`src/rtl/alias_group_resolver.sv`:
```
// Shared-net resolver: round-robin locked ownership, registered net, conflict flag/count.
// Define ALIAS_RESOLVER_WAND_EN for wired-AND resolution instead of ownership.
module alias_group_resolver #(
  parameter int unsigned       WIDTH     = 32,
  parameter int unsigned       N_CH      = 3,
  parameter logic [WIDTH-1:0]  RESET_VAL = '0,
  parameter int unsigned       CNT_W     = 8
) (
  input  logic                  clk,
  input  logic                  rst_n,
  input  logic [N_CH-1:0]       drv_en,
  input  logic [N_CH*WIDTH-1:0] drv_data,
  output logic [WIDTH-1:0]      net_q,
  output logic                  owner_vld,
  output logic [N_CH-1:0]       owner_oh,
  output logic                  conflict,
  output logic [CNT_W-1:0]      conflict_cnt
);

  localparam int unsigned IW = (N_CH > 1) ? $clog2(N_CH) : 1;

  logic [WIDTH-1:0] r_net;
  logic [N_CH-1:0]  r_oh;
  logic             r_conflict;
  logic [CNT_W-1:0] r_cnt;
  logic             w_diff;

  // Any enabled driver differing from the first enabled one is a disagreement
  always_comb begin
    logic [WIDTH-1:0] v_ref;
    logic             v_have;
    v_ref  = '0;
    v_have = 1'b0;
    w_diff = 1'b0;
    for (int i = 0; i < N_CH; i++) begin
      if (drv_en[i]) begin
        if (!v_have) begin
          v_ref  = drv_data[i*WIDTH +: WIDTH];
          v_have = 1'b1;
        end else if (drv_data[i*WIDTH +: WIDTH] != v_ref) begin
          w_diff = 1'b1;
        end
      end
    end
  end

  always_ff @(posedge clk or negedge rst_n) begin
    if (!rst_n) begin
      r_conflict <= 1'b0;
      r_cnt      <= '0;
    end else begin
      r_conflict <= w_diff;
      if (w_diff && (r_cnt != {CNT_W{1'b1}}))
        r_cnt <= r_cnt + 1'b1;
    end
  end

`ifdef ALIAS_RESOLVER_WAND_EN

  logic [WIDTH-1:0] w_and;
  logic             r_vld;

  always_comb begin
    w_and = '1;
    for (int i = 0; i < N_CH; i++) begin
      if (drv_en[i])
        w_and = w_and & drv_data[i*WIDTH +: WIDTH];
    end
  end

  always_ff @(posedge clk or negedge rst_n) begin
    if (!rst_n) begin
      r_net <= RESET_VAL;
      r_oh  <= '0;
      r_vld <= 1'b0;
    end else begin
      if (|drv_en)
        r_net <= w_and;
      r_oh  <= drv_en;
      r_vld <= |drv_en;
    end
  end

  assign owner_vld = r_vld;

`else

  typedef enum logic {
    IDLE  = 1'b0,
    OWNED = 1'b1
  } state_t;

  state_t           r_state;
  state_t           w_state_nxt;
  logic [IW-1:0]    r_owner;
  logic [IW-1:0]    w_owner_nxt;
  logic [IW-1:0]    r_ptr;
  logic [IW-1:0]    w_ptr_nxt;
  logic [IW-1:0]    w_rel_ptr;
  logic [N_CH-1:0]  w_oh_nxt;
  logic [WIDTH-1:0] w_net_nxt;
  logic             w_req_any;

  function automatic logic [IW-1:0] f_inc(input logic [IW-1:0] idx);
    return (idx == IW'(N_CH-1)) ? '0 : idx + 1'b1;
  endfunction

  // First requester at or after ptr, wrapping at N_CH-1
  function automatic logic [IW-1:0] f_pick(
    input logic [N_CH-1:0] req,
    input logic [IW-1:0]   ptr
  );
    logic          found;
    logic [IW-1:0] cur;
    logic [IW-1:0] sel;
    found = 1'b0;
    cur   = ptr;
    sel   = '0;
    for (int k = 0; k < N_CH; k++) begin
      if (!found && req[cur]) begin
        found = 1'b1;
        sel   = cur;
      end
      cur = f_inc(cur);
    end
    return sel;
  endfunction

  function automatic logic [N_CH-1:0] f_oh(input logic [IW-1:0] idx);
    logic [N_CH-1:0] oh;
    oh = '0;
    for (int i = 0; i < N_CH; i++) begin
      if (IW'(i) == idx)
        oh[i] = 1'b1;
    end
    return oh;
  endfunction

  function automatic logic [WIDTH-1:0] f_data(
    input logic [N_CH*WIDTH-1:0] data,
    input logic [IW-1:0]         idx
  );
    logic [WIDTH-1:0] v;
    v = '0;
    for (int i = 0; i < N_CH; i++) begin
      if (IW'(i) == idx)
        v = data[i*WIDTH +: WIDTH];
    end
    return v;
  endfunction

  assign w_req_any = |drv_en;
  assign w_rel_ptr = f_inc(r_owner);

  always_comb begin
    logic [IW-1:0] v_g;
    w_state_nxt = r_state;
    w_owner_nxt = r_owner;
    w_ptr_nxt   = r_ptr;
    w_oh_nxt    = r_oh;
    w_net_nxt   = r_net;
    v_g         = '0;
    unique case (r_state)
      IDLE: begin
        if (w_req_any) begin
          v_g         = f_pick(drv_en, r_ptr);
          w_state_nxt = OWNED;
          w_owner_nxt = v_g;
          w_oh_nxt    = f_oh(v_g);
          w_net_nxt   = f_data(drv_data, v_g);
        end
      end
      OWNED: begin
        if (drv_en[r_owner]) begin
          w_net_nxt = f_data(drv_data, r_owner);
        end else begin
          w_ptr_nxt = w_rel_ptr;
          // Hand off on the release edge, no idle bubble
          if (w_req_any) begin
            v_g         = f_pick(drv_en, w_rel_ptr);
            w_owner_nxt = v_g;
            w_oh_nxt    = f_oh(v_g);
            w_net_nxt   = f_data(drv_data, v_g);
          end else begin
            w_state_nxt = IDLE;
            w_oh_nxt    = '0;
          end
        end
      end
      default: begin
        w_state_nxt = IDLE;
        w_oh_nxt    = '0;
      end
    endcase
  end

  always_ff @(posedge clk or negedge rst_n) begin
    if (!rst_n) begin
      r_state <= IDLE;
      r_owner <= '0;
      r_ptr   <= '0;
      r_oh    <= '0;
      r_net   <= RESET_VAL;
    end else begin
      r_state <= w_state_nxt;
      r_owner <= w_owner_nxt;
      r_ptr   <= w_ptr_nxt;
      r_oh    <= w_oh_nxt;
      r_net   <= w_net_nxt;
    end
  end

  assign owner_vld = (r_state == OWNED);

`endif

  assign net_q        = r_net;
  assign owner_oh     = r_oh;
  assign conflict     = r_conflict;
  assign conflict_cnt = r_cnt;

endmodule

```
`config.mk`:
```
export PLATFORM = sky130hd
export DESIGN_NAME = alias_group_resolver
export DESIGN_NICKNAME = d
export VERILOG_FILES = /design/src/rtl/alias_group_resolver.sv
export SDC_FILE = /design/constraint.sdc
export NUM_CORES = 1
export LEC_CHECK = 0
export CAP_MARGIN = 40
export CORE_MARGIN = 3
export CORE_UTILIZATION = 55
export CTS_BUF_LIST = sky130_fd_sc_hd__clkbuf_4
export DETAILED_ROUTE_END_ITERATION = 7
export PLACE_DENSITY = 0.89
export SYNTH_ARGS = -nofsm -noshare
export SYNTH_HDL_FRONTEND = slang
export SYNTH_SLANG_ARGS = --single-unit
```
`constraint.sdc`:
```
create_clock -name clk -period 4.2 [get_ports clk]
set_input_delay 0.84 -clock clk [delete_from_list [all_inputs] [get_ports clk]]
set_output_delay 0.84 -clock clk [all_outputs]
set_load 0.01 [all_outputs]
```
==> impl_results.md <==
- Post-CTS Resized: 0
- Layout fillers: 774
- Fin nets: 921
- Area delta synth->final: 25.9%
- Sink Count: 49
- R2R cell count: 8
- Max VDD drop: 515 uV
- Measured slew at the worst slew-check pin: 713 ps
- Delay of the slowest critical-path stage: 550 ps
- Total CTS buffers: 5
- Final Max Tran Viols: 0
- Via density: 6.97
- DP Worst Slack: 486 ps
- Rows: 36
- Antenna viol nets, final: 0
- Die area: 11300 sq um
- Congestion Overflow GR: 0
- Setup TNS: 0 ps
- DR pass1 iterations: 6
- Worst path slowest cell: clkdlybuf4s50_1
- Number of global-route vias before repair: 6378
- Post-synth EDFFs: 0
- Cells after Synth: 738
- Flops & latches, synth: 49
- Hold Crit Depth: 1
- Register area share after synthesis: 22.1%
- Crit end category: register
- Crit path cell chain: clkdlybuf4s50_1, xor2_1, nor4_1, a41oi_1, a2111oi_2, and4_1, a31oi_2, o21a_1, mux2_4
- DP HPWL: 15200 microns
- Setup CP Type: primary input to register
- Top_reg_cell synth: dfrtp_1
- Tmin final: 3300 ps
- Vias: 6642
- Area leader, netlist: dfrtp_1
- Clock Skew: 25.8 ps
- Post-Layout Cell Count: 953
- Post-CTS Hold Fix Bufs: 0
- Final worst-path cycle share: 78.5%
- Synthesis Warnings: 0
- CP required: 4510 ps
- RSZ-0062 raised after global routing: false
- GP Congestion: 0.998
- Peak Freq: 303 MHz
- Number of endpoints failing setup at the final stage: 0
- Residual DRC: 0
- Post-CTS setup buffer count: 0
- Final worst setup slack: 903 ps
- Netlist cell types: 59
- WL final: 21200 microns
- Most instantiated cells after synthesis: 68 x clkbuf_1, 66 x o21ai_0, 62 x nor2_1, 60 x a22oi_1, 56 x nand2_1
- WP data arrival: 3600 ps
- First-pass GRT wire length: 33500 microns
- Io pins: 146
- Clock-pin slew on the worst setup and hold paths: 180 ps
- PwrDens: 479 nW/um^2
- PortBufs: 145
- Mean post-synth cell area: 7.52 sq um
- Latest clock arrival within the worst-skew pair: 400 ps
- Pin count of the biggest net entering global routing: 55
- Worst hold slack: 506 ps
- Max Buffers Root-to-Sink: 2
- Dpl cells: 945
- Startpoint Class: primary input
- DR WL/cell: 22.2 microns
- Max-cap violations: 0
- CTS Root Cell: clkbuf_4
- Yosys top cell area share: 22.1%
- # H-tree levels: 2
- LEAKAGE: 0.00266 uW
- Starting Density: 56.8%
- Cell area after synthesis: 5550 sq um
- Initial antenna violation count: 0
- CTS tree: done
- Syn_nets: 840
- Core ar.: 9770 sq um
- Max Fanout on Critical Path: 8
- DIE WIDTH: 106 microns
- Final Hold Viols: 0
- GRT Overall Usage: 36.9%
- Status: completed
- DR iter-0 viols: 743
- Largest cells by area after synthesis: dfrtp_1 22%, a22oi_1 8.1%, xor2_1 7.4%, mux2i_1 6.0%, o21ai_0 6.0%
- Rel. slew slack: 52.5%
- Die Y: 106 microns
- Asr flop ratio synth: 100%
- Most numerous cell in the Yosys netlist: clkbuf_1
- Share of cells above drive strength 1: 6.46%
- Hold/Removal Path Class: register to register
- Inserted Diodes: 0
-- layout by cell type, fill, tap and decap left out, drive strengths merged, types with 18 or more instances in the layout --
cell	netlist	routed
a21oi	50	50
a221oi	18	18
a22oi	60	60
a31oi	20	20
buf	24	23
clkdlybuf4s50	0	143
dfrtp	49	49
mux2i	33	33
nand2	56	56
nand3	27	27
nand4b	23	23
nor2	62	62
o21ai	66	66
o22ai	25	25
xor2	47	47
-- layout make-up --
class / count / area (sq um) / area share, %
clock buffers: 5 / 37.5 / 0.537
clock inverters: 3 / 22.5 / 0.322
inverters: 3 / 11.3 / 0.161
multi-input cells: 594 / 3920 / 56.1
flip-flops and latches: 49 / 1230 / 17.6
well taps: 133 / 166 / 2.38
repair buffers: 166 / 1610 / 23.0
-- critical path, delay by kind of cell --
kind / cells / cell delay (ps)
multiplexers: 1 / 300
buffers and inverters: 1 / 550
AO/OA/AOI/OAI: 4 / 1040
AND/OR/NAND/NOR: 2 / 640
XOR/XNOR: 1 / 210
-- power by group --
part	switching [uW]	internal [uW]
sequential	216	695
clock	183	66.9
combinational	1150	1040
-- state kept, by name, indices dropped and copies added, names as in the netlist --
name,cells
owner_vld,1
conflict,1
conflict_cnt,8
owner_oh,3
r_owner,2
r_ptr,2
net_q,32
-- per-layer routing --
layer | vias up | part of all wire [%] | global-route usage [%]
li1 | 2940 | - | -
met1 | 3117 | 38 | 48.3
met2 | 508 | 46 | 59.0
met3 | 77 | 12 | 6.19
met4 | 0 | 4.5 | 18.3
met5 | - | 0 | 0
-- worst paths after layout --
check / slack (ps) / endpoint / startpoint
worst max-delay path: 900 / conflict_cnt[1] / drv_data[86]
worst min-delay path: 510 / owner_oh[1] / owner_oh[1]
worst max register to register: 1470 / net_q[14] / r_owner[1]
worst min register to register: 510 / owner_oh[1] / owner_oh[1]
max in group asynchronous: 3140 / r_owner[0] / rst_n
min in group asynchronous: 540 / net_q[10] / rst_n
-- kinds of logic after synthesis --
kind of cell / share of synthesized area, %
AOI/OAI and AO/OA: 34.5
xor gates and xnor gates: 9.94
adders and majority gates: 0.225
buffers and inverters: 7.37
DFF: 22.1
muxes: 6.42
and+or+nand+nor: 19.4
-- stage by stage --
stage	instance area [sq um]	power [uW]	utilization, %
floorplan	5550	2120	-
global placement	6910	2980	70.7
detailed placement	6930	3060	70.9
CTS	6990	3310	71.5
global route	6990	3560	71.5
finish	6990	3350	71.5
No activity file was read; power rests on OpenSTA's default activity.
==> patch (same settings) <==
Add a define of `ALIAS_RESOLVER_WAND_EN`.
--- a/src/rtl/alias_group_resolver.sv
+++ b/src/rtl/alias_group_resolver.sv
@@ -2,2 +2,4 @@
 // Define ALIAS_RESOLVER_WAND_EN for wired-AND resolution instead of ownership.
+`define ALIAS_RESOLVER_WAND_EN
+
 module alias_group_resolver #(
Formal check against the unedited RTL: not equivalent (Yosys sat finds a counterexample within 4 cycles, from zero or initial values and one cycle with rst_n low).
==> patch against the original RTL <==
- combinational power decreased by 72%
- wire length decreased by 43%
- power decreased by 56%
- worst setup slack improved by 100 ps
- cell area decreased by 25%
- area after synthesis decreased by 34%
- sequential cell count decreased by 4
==> patch: results (changes against the original RTL) <==
[placement]
place_ws_ps = 637  ; was 486 ps
dpl_cell_area_sq_um = 5140  ; was 6930 sq um
gp_congestion = 0.861  ; was 0.998
placedCellCount = 646  ; was 945
dpl.hpwl_microns = 9060  ; was 15200 microns

[drt]
first_pass_iters = 5  ; was 6
routed-via-count = 4147  ; was 6642
wire_per_inst_microns = 18.4  ; was 22.2 microns
drtIter0Drc = 338  ; was 743

[critical_path]
arrival_ps = 3480  ; was 3600 ps
critical_path.startpoint = drv_en[1]  ; was drv_data[86]
crit_fanout = 43  ; was 8
reg2reg_to = conflict_cnt[3]$_DFFE_PN0P_  ; was net_q[14]$_DFFE_PN0P_
reg2reg_depth = 6  ; was 8
rr_startpoint = conflict_cnt[3]$_DFFE_PN0P_  ; was r_owner[1]$_DFFE_PN0P_
crit_family = buffers and inverters  ; was compound AO/OA/AOI/OAI gates
rrSetupSlack_ps = 2520  ; was 1470 ps
slowest_delay_ps = 490  ; was 550 ps

[power_and_ir_drop]
leakagePower_uw = 0.00186  ; was 0.00266 uW
pg_comb_uw = 611  ; was 2190 uW
irDropWorstVdd_v = 0.000292  ; was 0.000515 V
p_total_uw = 1460  ; was 3350 uW
p_seq_uw = 561  ; was 910 uW

[logic_synthesis]
synth.distinct_cells = 34  ; was 59
syn_area_per_cell_sq_um = 8.19  ; was 7.52 sq um
synth.area.top_cells = dfrtp_1 (31%), o31ai_1 (10%), xnor2_1 (9.4%)  ; was dfrtp_1 (22%), a22oi_1 (8.1%), xor2_1 (7.4%)
yosysSeqAreaShare_pct = 30.9  ; was 22.1%
synthTopCellsByCount = nand2_1 (53), o31ai_1 (49), dfrtp_1 (45)  ; was clkbuf_1 (68), o21ai_0 (66), nor2_1 (62)
syn_nets = 546  ; was 840

[sta]
holdWs_ps = 424  ; was 506 ps
fmax_ghz = 0.313  ; was 0.303 GHz
slew_headroom_pct = 48.9  ; was 52.5%
fin_skew_ps = 1.22  ; was 25.8 ps

[final_layout]
layout.nets = 678  ; was 921
layout-drive-gt1-share_pct = 4.51  ; was 6.46%

[global_routing]
grt_pass1_vias = 3967  ; was 6378
grt_pass1_wl_microns = 19200  ; was 33500 microns
grt_usage_pct = 31.5  ; was 36.9%
grt_start_max_net_pins = 46  ; was 55

[clocking]
clkTransAtPathRegs_ps = 150  ; was 180 ps
clk_latency_ps = 380  ; was 400 ps

[min_path]
hp-class = in2async  ; was reg2reg

[run_status]
outcome = completed  ; unchanged

patch: cell families after synthesis:
group                    count (synthesis)  synth area share [%]
adder cells (fa/ha/maj)                  1                 0.344
flip-flops                              45                  30.9
buffers and inverters                   33                  4.13
XOR/XNOR                                58                  14.0
AND/OR/NAND/NOR                        148                  19.8
AO/OA/AOI/OAI                          158                  30.5
multiplexers                             1                 0.309
patch: cell type report:
cell class,count,area (sq um)
Sequential cell,45,1130
Clock inverter,3,46.3
Tap cell,77,96.3
Multi-Input combinational cell,366,2370
Timing Repair Buffer,154,1530
Clock buffer,5,37.5
Fill cell,449,1170
Inverter,4,15.0
patch: metal layers:
layer  up-vias  share of wire (%)  GRT usage [%]
met4         0                2.2           9.90
met3        24                7.8           4.82
li1       1927                  -              -
met2       201                 50           53.5
met5         -                  0              0
met1      1995                 40           40.8
patch: worst register-to-register path: stages (launching register included):
cell and delay [ps]:
dfrtp_1 470, nand3_1 130, nor2_1 160, nand4_1 230, and4_1 310, o21ai_0 120
xnor2_1 180
